==> config.mk <==
export PLATFORM = sky130hd
export DESIGN_NAME = tcp_tx_flow_sched
export DESIGN_NICKNAME = d
export VERILOG_FILES = /design/src/rtl/tcp_tx_flow_sched.sv
export SDC_FILE = /design/constraint.sdc
export NUM_CORES = 2
export LEC_CHECK = 0
export BUFFER_PORTS_ARGS = -buffer_cell sky130_fd_sc_hd__buf_4
export CAP_MARGIN = 25
export CORE_ASPECT_RATIO = 0.75
export CORE_MARGIN = 5
export CORE_UTILIZATION = 25
export DETAILED_ROUTE_END_ITERATION = 10
export REMOVE_ABC_BUFFERS = 1
export SLEW_MARGIN = 20
export SYNTH_ARGS = -nofsm -noshare
export SYNTH_HDL_FRONTEND = slang
export SYNTH_SLANG_ARGS = --single-unit
==> constraint.sdc <==
create_clock -name clk -period 2.75 [get_ports clk]
set_clock_uncertainty 0.1 [all_clocks]
set_input_delay 0 -clock clk [delete_from_list [all_inputs] [get_ports clk]]
set_output_delay 0 -clock clk [all_outputs]
set_load 0.02 [all_outputs]
==> src/rtl/tcp_tx_flow_sched.sv <==
// Round-robin per-flow TX scheduler holding DATA/RTX pending bits per flow.
// Defining TX_FLOW_SCHED_PERF_CNT_EN adds saturating issued/stall counters.
module tcp_tx_flow_sched #(
   parameter int FLOWID_W   = 8,
   parameter int SCAN_START = 0
) (
   input  logic                clk,
   input  logic                rst,
   input  logic                src0_cmd_val,
   input  logic [FLOWID_W-1:0] src0_cmd_flowid,
   input  logic [1:0]          src0_cmd_op,
   output logic                src0_cmd_rdy,
   input  logic                src1_cmd_val,
   input  logic [FLOWID_W-1:0] src1_cmd_flowid,
   input  logic [1:0]          src1_cmd_op,
   output logic                src1_cmd_rdy,
   input  logic                new_flow_val,
   input  logic [FLOWID_W-1:0] new_flow_flowid,
   output logic                sched_tx_req_val,
   output logic [FLOWID_W-1:0] sched_tx_req_flowid,
   output logic                sched_tx_req_data,
   output logic                sched_tx_req_rtx,
   input  logic                tx_sched_req_rdy
`ifdef TX_FLOW_SCHED_PERF_CNT_EN
   ,
   output logic [31:0]         issued_cnt,
   output logic [31:0]         stall_cnt
`endif
);

   localparam int NFLOW = 1 << FLOWID_W;
   localparam logic [1:0] OP_NOP      = 2'b00;
   localparam logic [1:0] OP_SET_DATA = 2'b01;
   localparam logic [1:0] OP_SET_RTX  = 2'b10;
   localparam logic [1:0] OP_CLEAR    = 2'b11;
   localparam logic [NFLOW-1:0]    FLOW_ONE = NFLOW'(1);
   localparam logic [FLOWID_W-1:0] FID_ONE  = FLOWID_W'(1);

   typedef enum logic [0:0] {ST_SCAN = 1'b0, ST_OFFER = 1'b1} state_t;

   state_t              state_r, state_nxt_s;
   logic [FLOWID_W-1:0] ptr_r, ptr_nxt_s;
   logic [NFLOW-1:0]    data_r, rtx_r, data_nxt_s, rtx_nxt_s;
   logic [NFLOW-1:0]    hs_sel_s, cmd_sel_s, new_sel_s, clr_sel_s;
   logic                cmd_acc_s, hs_s, pend_any_s;
   logic [FLOWID_W-1:0] cmd_flowid_s;
   logic [1:0]          cmd_op_s;
   logic                val_nxt_s, data_snap_nxt_s, rtx_snap_nxt_s;
   logic [FLOWID_W-1:0] flowid_nxt_s;

   assign src0_cmd_rdy = rst;
   assign src1_cmd_rdy = rst & ~src0_cmd_val;

   // Fixed-priority pick of the single command accepted this cycle
   always_comb begin
      cmd_acc_s    = 1'b0;
      cmd_flowid_s = '0;
      cmd_op_s     = OP_NOP;
      if (src0_cmd_val) begin
         cmd_acc_s    = 1'b1;
         cmd_flowid_s = src0_cmd_flowid;
         cmd_op_s     = src0_cmd_op;
      end else if (src1_cmd_val) begin
         cmd_acc_s    = 1'b1;
         cmd_flowid_s = src1_cmd_flowid;
         cmd_op_s     = src1_cmd_op;
      end else begin
         cmd_acc_s    = 1'b0;
      end
   end

   // Handshake clear first, then command sets, then clears; new_flow overrides all
   assign hs_s       = (state_r == ST_OFFER) & sched_tx_req_val & tx_sched_req_rdy;
   assign hs_sel_s   = hs_s ? (FLOW_ONE << sched_tx_req_flowid) : '0;
   assign cmd_sel_s  = cmd_acc_s ? (FLOW_ONE << cmd_flowid_s) : '0;
   assign new_sel_s  = new_flow_val ? (FLOW_ONE << new_flow_flowid) : '0;
   assign clr_sel_s  = new_sel_s | ((cmd_op_s == OP_CLEAR) ? cmd_sel_s : '0);
   assign data_nxt_s = ((data_r & ~(sched_tx_req_data ? hs_sel_s : '0))
                        | ((cmd_op_s == OP_SET_DATA) ? cmd_sel_s : '0)) & ~clr_sel_s;
   assign rtx_nxt_s  = ((rtx_r & ~(sched_tx_req_rtx ? hs_sel_s : '0))
                        | ((cmd_op_s == OP_SET_RTX) ? cmd_sel_s : '0)) & ~clr_sel_s;
   assign pend_any_s = data_r[ptr_r] | rtx_r[ptr_r];

   // Scan/offer next-state and next registered request fields
   always_comb begin
      state_nxt_s     = state_r;
      ptr_nxt_s       = ptr_r;
      val_nxt_s       = sched_tx_req_val;
      flowid_nxt_s    = sched_tx_req_flowid;
      data_snap_nxt_s = sched_tx_req_data;
      rtx_snap_nxt_s  = sched_tx_req_rtx;
      case (state_r)
         ST_SCAN: begin
            if (pend_any_s) begin
               state_nxt_s     = ST_OFFER;
               val_nxt_s       = 1'b1;
               flowid_nxt_s    = ptr_r;
               data_snap_nxt_s = data_r[ptr_r];
               rtx_snap_nxt_s  = rtx_r[ptr_r];
            end else begin
               val_nxt_s       = 1'b0;
               ptr_nxt_s       = ptr_r + FID_ONE;
            end
         end
         ST_OFFER: begin
            if (tx_sched_req_rdy) begin
               state_nxt_s = ST_SCAN;
               val_nxt_s   = 1'b0;
               ptr_nxt_s   = sched_tx_req_flowid + FID_ONE;
            end else begin
               state_nxt_s = ST_OFFER;
            end
         end
         default: begin
            state_nxt_s = ST_SCAN;
            val_nxt_s   = 1'b0;
         end
      endcase
   end

   // State, scan pointer, pending bits and registered request outputs
   always_ff @(posedge clk) begin
      if (!rst) begin
         state_r             <= ST_SCAN;
         ptr_r               <= FLOWID_W'(SCAN_START);
         data_r              <= '0;
         rtx_r               <= '0;
         sched_tx_req_val    <= 1'b0;
         sched_tx_req_flowid <= '0;
         sched_tx_req_data   <= 1'b0;
         sched_tx_req_rtx    <= 1'b0;
      end else begin
         state_r             <= state_nxt_s;
         ptr_r               <= ptr_nxt_s;
         data_r              <= data_nxt_s;
         rtx_r               <= rtx_nxt_s;
         sched_tx_req_val    <= val_nxt_s;
         sched_tx_req_flowid <= flowid_nxt_s;
         sched_tx_req_data   <= data_snap_nxt_s;
         sched_tx_req_rtx    <= rtx_snap_nxt_s;
      end
   end

`ifdef TX_FLOW_SCHED_PERF_CNT_EN
   // Saturating counters of issued requests and back-pressured offer cycles
   always_ff @(posedge clk) begin
      if (!rst) begin
         issued_cnt <= 32'd0;
         stall_cnt  <= 32'd0;
      end else begin
         if (hs_s && (issued_cnt != 32'hFFFF_FFFF)) begin
            issued_cnt <= issued_cnt + 32'd1;
         end else begin
            issued_cnt <= issued_cnt;
         end
         if (sched_tx_req_val && !tx_sched_req_rdy && (stall_cnt != 32'hFFFF_FFFF)) begin
            stall_cnt <= stall_cnt + 32'd1;
         end else begin
            stall_cnt <= stall_cnt;
         end
      end
   end
`endif

endmodule

== Word level (Yosys, flattened, before mapping) ==
Index checks and enable logic that the tools add are counted.

* $add $sub $neg: 2
* Multipliers: 0
* Div/mod/pow operators: 0
* Magnitude comparators: 1
* Equality and inequality tests: 5
* Shift operators: 3
* Mux-type cells: 26
* Bitwise logic cells: 16
* Reduce and logical (&&, ||, !) cells: 2

{| class="wikitable"
|+ Operators by type and width
! kind !! number
|-
| two-way mux 256 bit || 8
|-
| bitwise AND 256 bit || 4
|-
| NOT 256 bit || 3
|-
| bitwise OR 256 bit || 3
|-
| left shift 1 x 8 -> 256 bit, first input constant || 3
|-
| two-way mux 8 bit || 4
|-
| adder 8 x 1 -> 8 bit, second input constant || 2
|-
| binary-select mux 1 bit (select 8 bit) || 2
|-
| case mux 8 bit (2 select lines) || 1
|-
| less-than comparator 8 x 9 -> 1 bit, second input constant || 1
|-
| two-way mux 1 bit || 7
|-
| equality test 2 bit, second input constant || 2
|-
| two-way mux 2 bit || 2
|-
| != test 2 bit, second input constant || 2
|-
| case mux 1 bit (2 select lines) || 2
|-
| AND reduction 2 bit || 2
|-
| bitwise AND 1 bit || 3
|-
| equality test 2 x 1 -> 1 bit, second input constant || 1
|-
| NOT 1 bit || 2
|-
| bitwise OR 1 bit || 1
|}

* Register bits: 532
* Bits in latches: 0
* Memory bits (writable): 0
* Bits in read-only memories: 0
* Bits of input ports: 34
* Output and inout port bits: 13
* Memories: 0

== Depth between registers and ports, before layout ==
* Word-level depth: 8
* Depth in mapped cells: 14
* Gate-level depth less buffers: 8

== Least setup slack after synthesis ==
Ideal clock, no wire load.

* Path type: register to register
* From: reg ptr_r[0]
* To: reg ptr_r[5]
* Setup time: 129 ps
* Data arrival time: 2,558 ps
* Required time: 2,521 ps
* Path slack: -37 ps
* Cell stages (with the launch flop): 12
* Buffers on the path: 4
* Period minus slack after synthesis: 2,787 ps
* Cells stage by stage: dfxtp_1 -> buf_6 -> buf_6 -> buf_6 -> mux4_2 -> mux2i_1 -> nor2_1 -> nor4b_1 -> o41ai_2 -> buf_2 -> o31ai_1 -> a31oi_1

* Cells in the longest elaborated chain, start to end: 5

{| class="wikitable"
|+ RTL lines
! what !! RTL line !! source
|-
| start: declaration || 42 || <nowiki>logic [FLOWID_W-1:0] ptr_r, ptr_nxt_s;</nowiki>
|-
| start signal: assignment || 125 || <nowiki>ptr_r <= FLOWID_W'(SCAN_START);</nowiki>
|-
| start signal: assignment || 134 || <nowiki>ptr_r <= ptr_nxt_s;</nowiki>
|-
| binary-select mux 1 bit (select 8 bit) || 82 || <nowiki>assign pend_any_s = data_r[ptr_r] | rtx_r[ptr_r];</nowiki>
|-
| two-way mux 1 bit (not written as such) || 82 ||
|-
| bitwise OR 1 bit || 82 ||
|-
| != test 2 bit (no source line) || n/a ||
|-
| AND reduction 2 bit (no source line) || n/a ||
|}

Parallel ways exist; a longest one is shown, timed or not. The select of a mux whose other input is x is not followed.
A chain may end at the register's enable or synchronous reset.

== Final worst setup path ==
Ends and elaborated chain as after synthesis.

==> flow_summary_export.csv <==
group,metric,value,unit
setup_path,endpoint_kind,"flop",
setup_path,critPathMaxFanout,7,
setup_path,r2r-start,"ptr_r[0]",
cts,cts_tree,"built",
global_route,overflow,0,
sta,max_freq,0.298,GHz
placement,dp.cells,5307,
die,ios,47,
logic_synthesis,synth_edf_count,0,
setup_path,crit_start,"ptr_r[0]",
die,core-area,118000,um^2
status,violations,"negative setup slack",
layout,fin_area,36500,um^2
placement,gp_congestion,1.02,
global_route,antenna_found_initial,5,
sta,hold_ws,0.0334,ns
status,outcome,"finished with violations",
logic_synthesis,yosys.area_share.xor_xnor,0.0295,%
pwr,power_density,503,nW/um^2
logic_synthesis,synth_cell_types,69,
global_route,grt_first_pass_wirelength,216000,um
global_route,grt_pass1_vias,30500,
layout,layout-drive-gt1-share,17.6,%
placement,post-place-ws,-0.782,ns
logic_synthesis,synth_top_family_by_area,"compound AO/OA/AOI/OAI gates",
cts,cts.reportedPaths.clkPinSlew,0.07,ns
logic_synthesis,seq_area_frac_synth,35.8,%
cts,clkSinkCount,532,
drt,drc,0,
drt,vias,34100,
setup_path,worstPathRequired,3.17,ns
layout,num-nets-final,3899,
sta,drv_slew,0,
setup_path,path_class,"flop to flop",
sta,hold_viol,0,
sta,worst_slew_pin_slew,1.09,ns
sta,fin_setup_tns,-10.53,ns
logic_synthesis,synth_fa_ha_area_share,0.0421,%
cts,htreeDepth,2,
drt,first_pass_iters,8,
drt,drt_iter0_markers,6063,
logic_synthesis,synth_compound_area_share,28.9,%
layout,utilization,31.0,%
sta,setup_viol,20,
drt,vias_per_cell,6.25,
placement,placed_area,33700,um^2
pwr,p_total,18.4,mW
drt,routed_wl,151000,um
logic_synthesis,yosys.area_share.simple,18.6,%
die,placementRows,109,
sta,fin_crit_sh,122,%
sta,worst_slack,-0.601,ns
setup_path,start_kind,"flop",
logic_synthesis,syn_inst,3822,
die,floorplan.initialDensity,25.2,%
logic_synthesis,ys.warnings.count,0,
placement,numPortBuffers,46,
sta,slew_headroom,26.7,%
cts,clk_latency,0.66,ns
logic_synthesis,synth_mux_area_share,10.6,%
logic_synthesis,syn_area_per_cell,7.78,um^2
placement,place.detailed.hpwl,100000,um
die,die-area,126000,um^2
drt,final_antenna_net_count,0,
cts,clock-root-buffer,"clkbuf_16",
global_route,grt_max_degree,112,
logic_synthesis,synth_ff_type,"dfxtp_1",
global_route,gr-usage-all-layers,22.6,%
drt,wire_per_inst,27.7,um
cts,numCtsBuffers,53,
layout,area_delta_synth_final,22.9,%
die,die_w,408,um
sta,min_period,3.35,ns
logic_synthesis,async_reset_ff_share,0,%
pwr,p_leak,10.5,nW
sta,grt_setup_unrepaired,"true",
worst_hold_path,hold_path.startpoint,"src1_cmd_flowid[4]",
logic_synthesis,synth_area,29700,um^2
setup_path,crit_arrival,3.77,ns
cts,clock_path_buffers,3,
logic_synthesis,synth_seq_cells,532,
run,maxCapViolCount,0,
worst_hold_path,worstHoldPathType,"input port to flop",
die,dieHeight,309,um
layout,final_cell_count_no_fill,5466,
pwr,vdd_ir_drop_max,506,uV
routing by layer:
layer  routed length [um]  GRT usage [%]
met1                61400           32.0
met2                58600           30.3
met3                25600           9.58
met4                 5780           7.86
met5                    0              0
layout make-up:
type | instances | area, um^2
clock buffer | 87 | 1600
tap | 1554 | 1940
fill | 12300 | 81400
timing repair buffer | 415 | 4200
clock inverter | 11 | 135
inverter | 9 | 33.8
multi-input combinational | 2853 | 18000
sequential | 532 | 10700
antenna | 5 | 12.5
synth_stat cells (3+ instances only):
| master | n | share of area (%) |
|---|---|---|
| a31oi_1 | 12 | 0.25 |
| clkbuf_1 | 347 | 4.4 |
| mux4_2 | 104 | 7.9 |
| or3_1 | 5 | 0.11 |
| o21ai_0 | 518 | 8.7 |
| and2_1 | 9 | 0.19 |
| nand4_1 | 6 | 0.13 |
| o22ai_1 | 17 | 0.36 |
| o21a_1 | 3 | 0.076 |
| o21ai_1 | 23 | 0.39 |
| buf_2 | 29 | 0.49 |
| o32a_1 | 3 | 0.10 |
| nand3b_1 | 7 | 0.18 |
| and3_1 | 9 | 0.19 |
| dfxtp_1 | 532 | 36 |
| nand3_1 | 500 | 8.4 |
| buf_4 | 10 | 0.25 |
| o31ai_1 | 5 | 0.13 |
| a22oi_1 | 28 | 0.71 |
| nand2b_1 | 24 | 0.50 |
| a2111oi_0 | 3 | 0.088 |
| a21oi_1 | 535 | 9.0 |
| o211ai_1 | 5 | 0.13 |
| or2_2 | 5 | 0.11 |
| o221ai_1 | 257 | 7.6 |
| or3b_2 | 4 | 0.12 |
| buf_6 | 7 | 0.27 |
| nor3b_1 | 6 | 0.15 |
| nor3_1 | 21 | 0.35 |
| mux2_2 | 8 | 0.30 |
| nor4_1 | 3 | 0.063 |
| o41ai_1 | 6 | 0.18 |
| a211oi_1 | 11 | 0.28 |
| o32ai_1 | 4 | 0.12 |
| nor2_1 | 87 | 1.1 |
| nand2_1 | 485 | 6.1 |
| nor2b_1 | 35 | 0.74 |
| buf_1 | 35 | 0.44 |
| inv_1 | 7 | 0.088 |
| mux2i_1 | 71 | 2.4 |
final timing paths:
check,slack (ns),endpoint,depth (start not counted)
worst max-delay path,-0.60,ptr_r[5],14
worst min-delay path,0.03,rtx_r[90],8
worst max register to register,-0.60,ptr_r[5],14
worst min register to register,0.37,rtx_r[63],2
report_power, final:
| part | leakage, nW | switching [mW] | internal (mW) |
|---|---|---|---|
| clock network | 0.854 | 3.56 | 4.17 |
| registers | 4.29 | 0.0580 | 7.72 |
| logic | 5.33 | 1.79 | 1.09 |
registers in the layout, summed over array words and instances (netlist names):
| name | flops |
|---|---|
| rtx_r | 256 |
| sched_tx_req_data | 1 |
| state_r | 1 |
| data_r | 256 |
| sched_tx_req_flowid | 8 |
| sched_tx_req_val | 1 |
| sched_tx_req_rtx | 1 |
| ptr_r | 8 |
worst max-delay path, stage by stage, from the launching register on:
cell and delay [ns]:
dfxtp_4 0.37, buf_12 0.16, buf_16 0.15, buf_8 0.13, buf_6 0.10, mux4_2 0.47, mux2i_1 0.17, o22ai_2 0.13
a2111oi_4 0.32, nor4b_4 0.28, buf_4 0.19, o41ai_4 0.09, buf_12 0.17, o31ai_4 0.24, a31oi_1 0.11
cell families after synthesis:
logic type / Yosys count
AND/OR/NAND/NOR: 1211
AO/OA/AOI/OAI: 1455
adder cells (fa/ha/maj): 1
XOR/XNOR: 1
flip-flops: 532
buffers and inverters: 437
multiplexers: 185
cells in the final DEF (no fill, tap or decap), types with 6 or more instances in the layout:
master         instances
o22ai_1               10
nand3_1              500
nor2b_1               32
o21ai_1               17
clkbuf_16             54
nand2_1              482
buf_6                 14
nand4_1                6
a21oi_1              532
a211oi_1              10
o22ai_2                7
nor2_1                52
clkbuf_1              19
and3_1                 9
buf_4                298
mux2_2                 8
nand3b_1               7
a22oi_1               24
dlygate4sd3_1         27
o21ai_0              518
and2_1                 9
mux2i_1               66
nand2b_1              24
clkbuf_8              16
inv_1                  7
a31oi_1               11
o221ai_1             257
mux4_2               104
buf_12                66
nor3_1                18
nor2_4                30
dfxtp_1              527
repair_timing:
item / in CTS / in global routing
gates resized for setup: 40 / 52
buffers inserted: 9 / 16
pin swaps: 9 / 19
cloned: 3 / 1
hold buffers: 27 / 0
setup endpoints to repair: 20 / 43
endpoints found under the hold margin: 118 / 0
(Power assumes the default switching activity.)
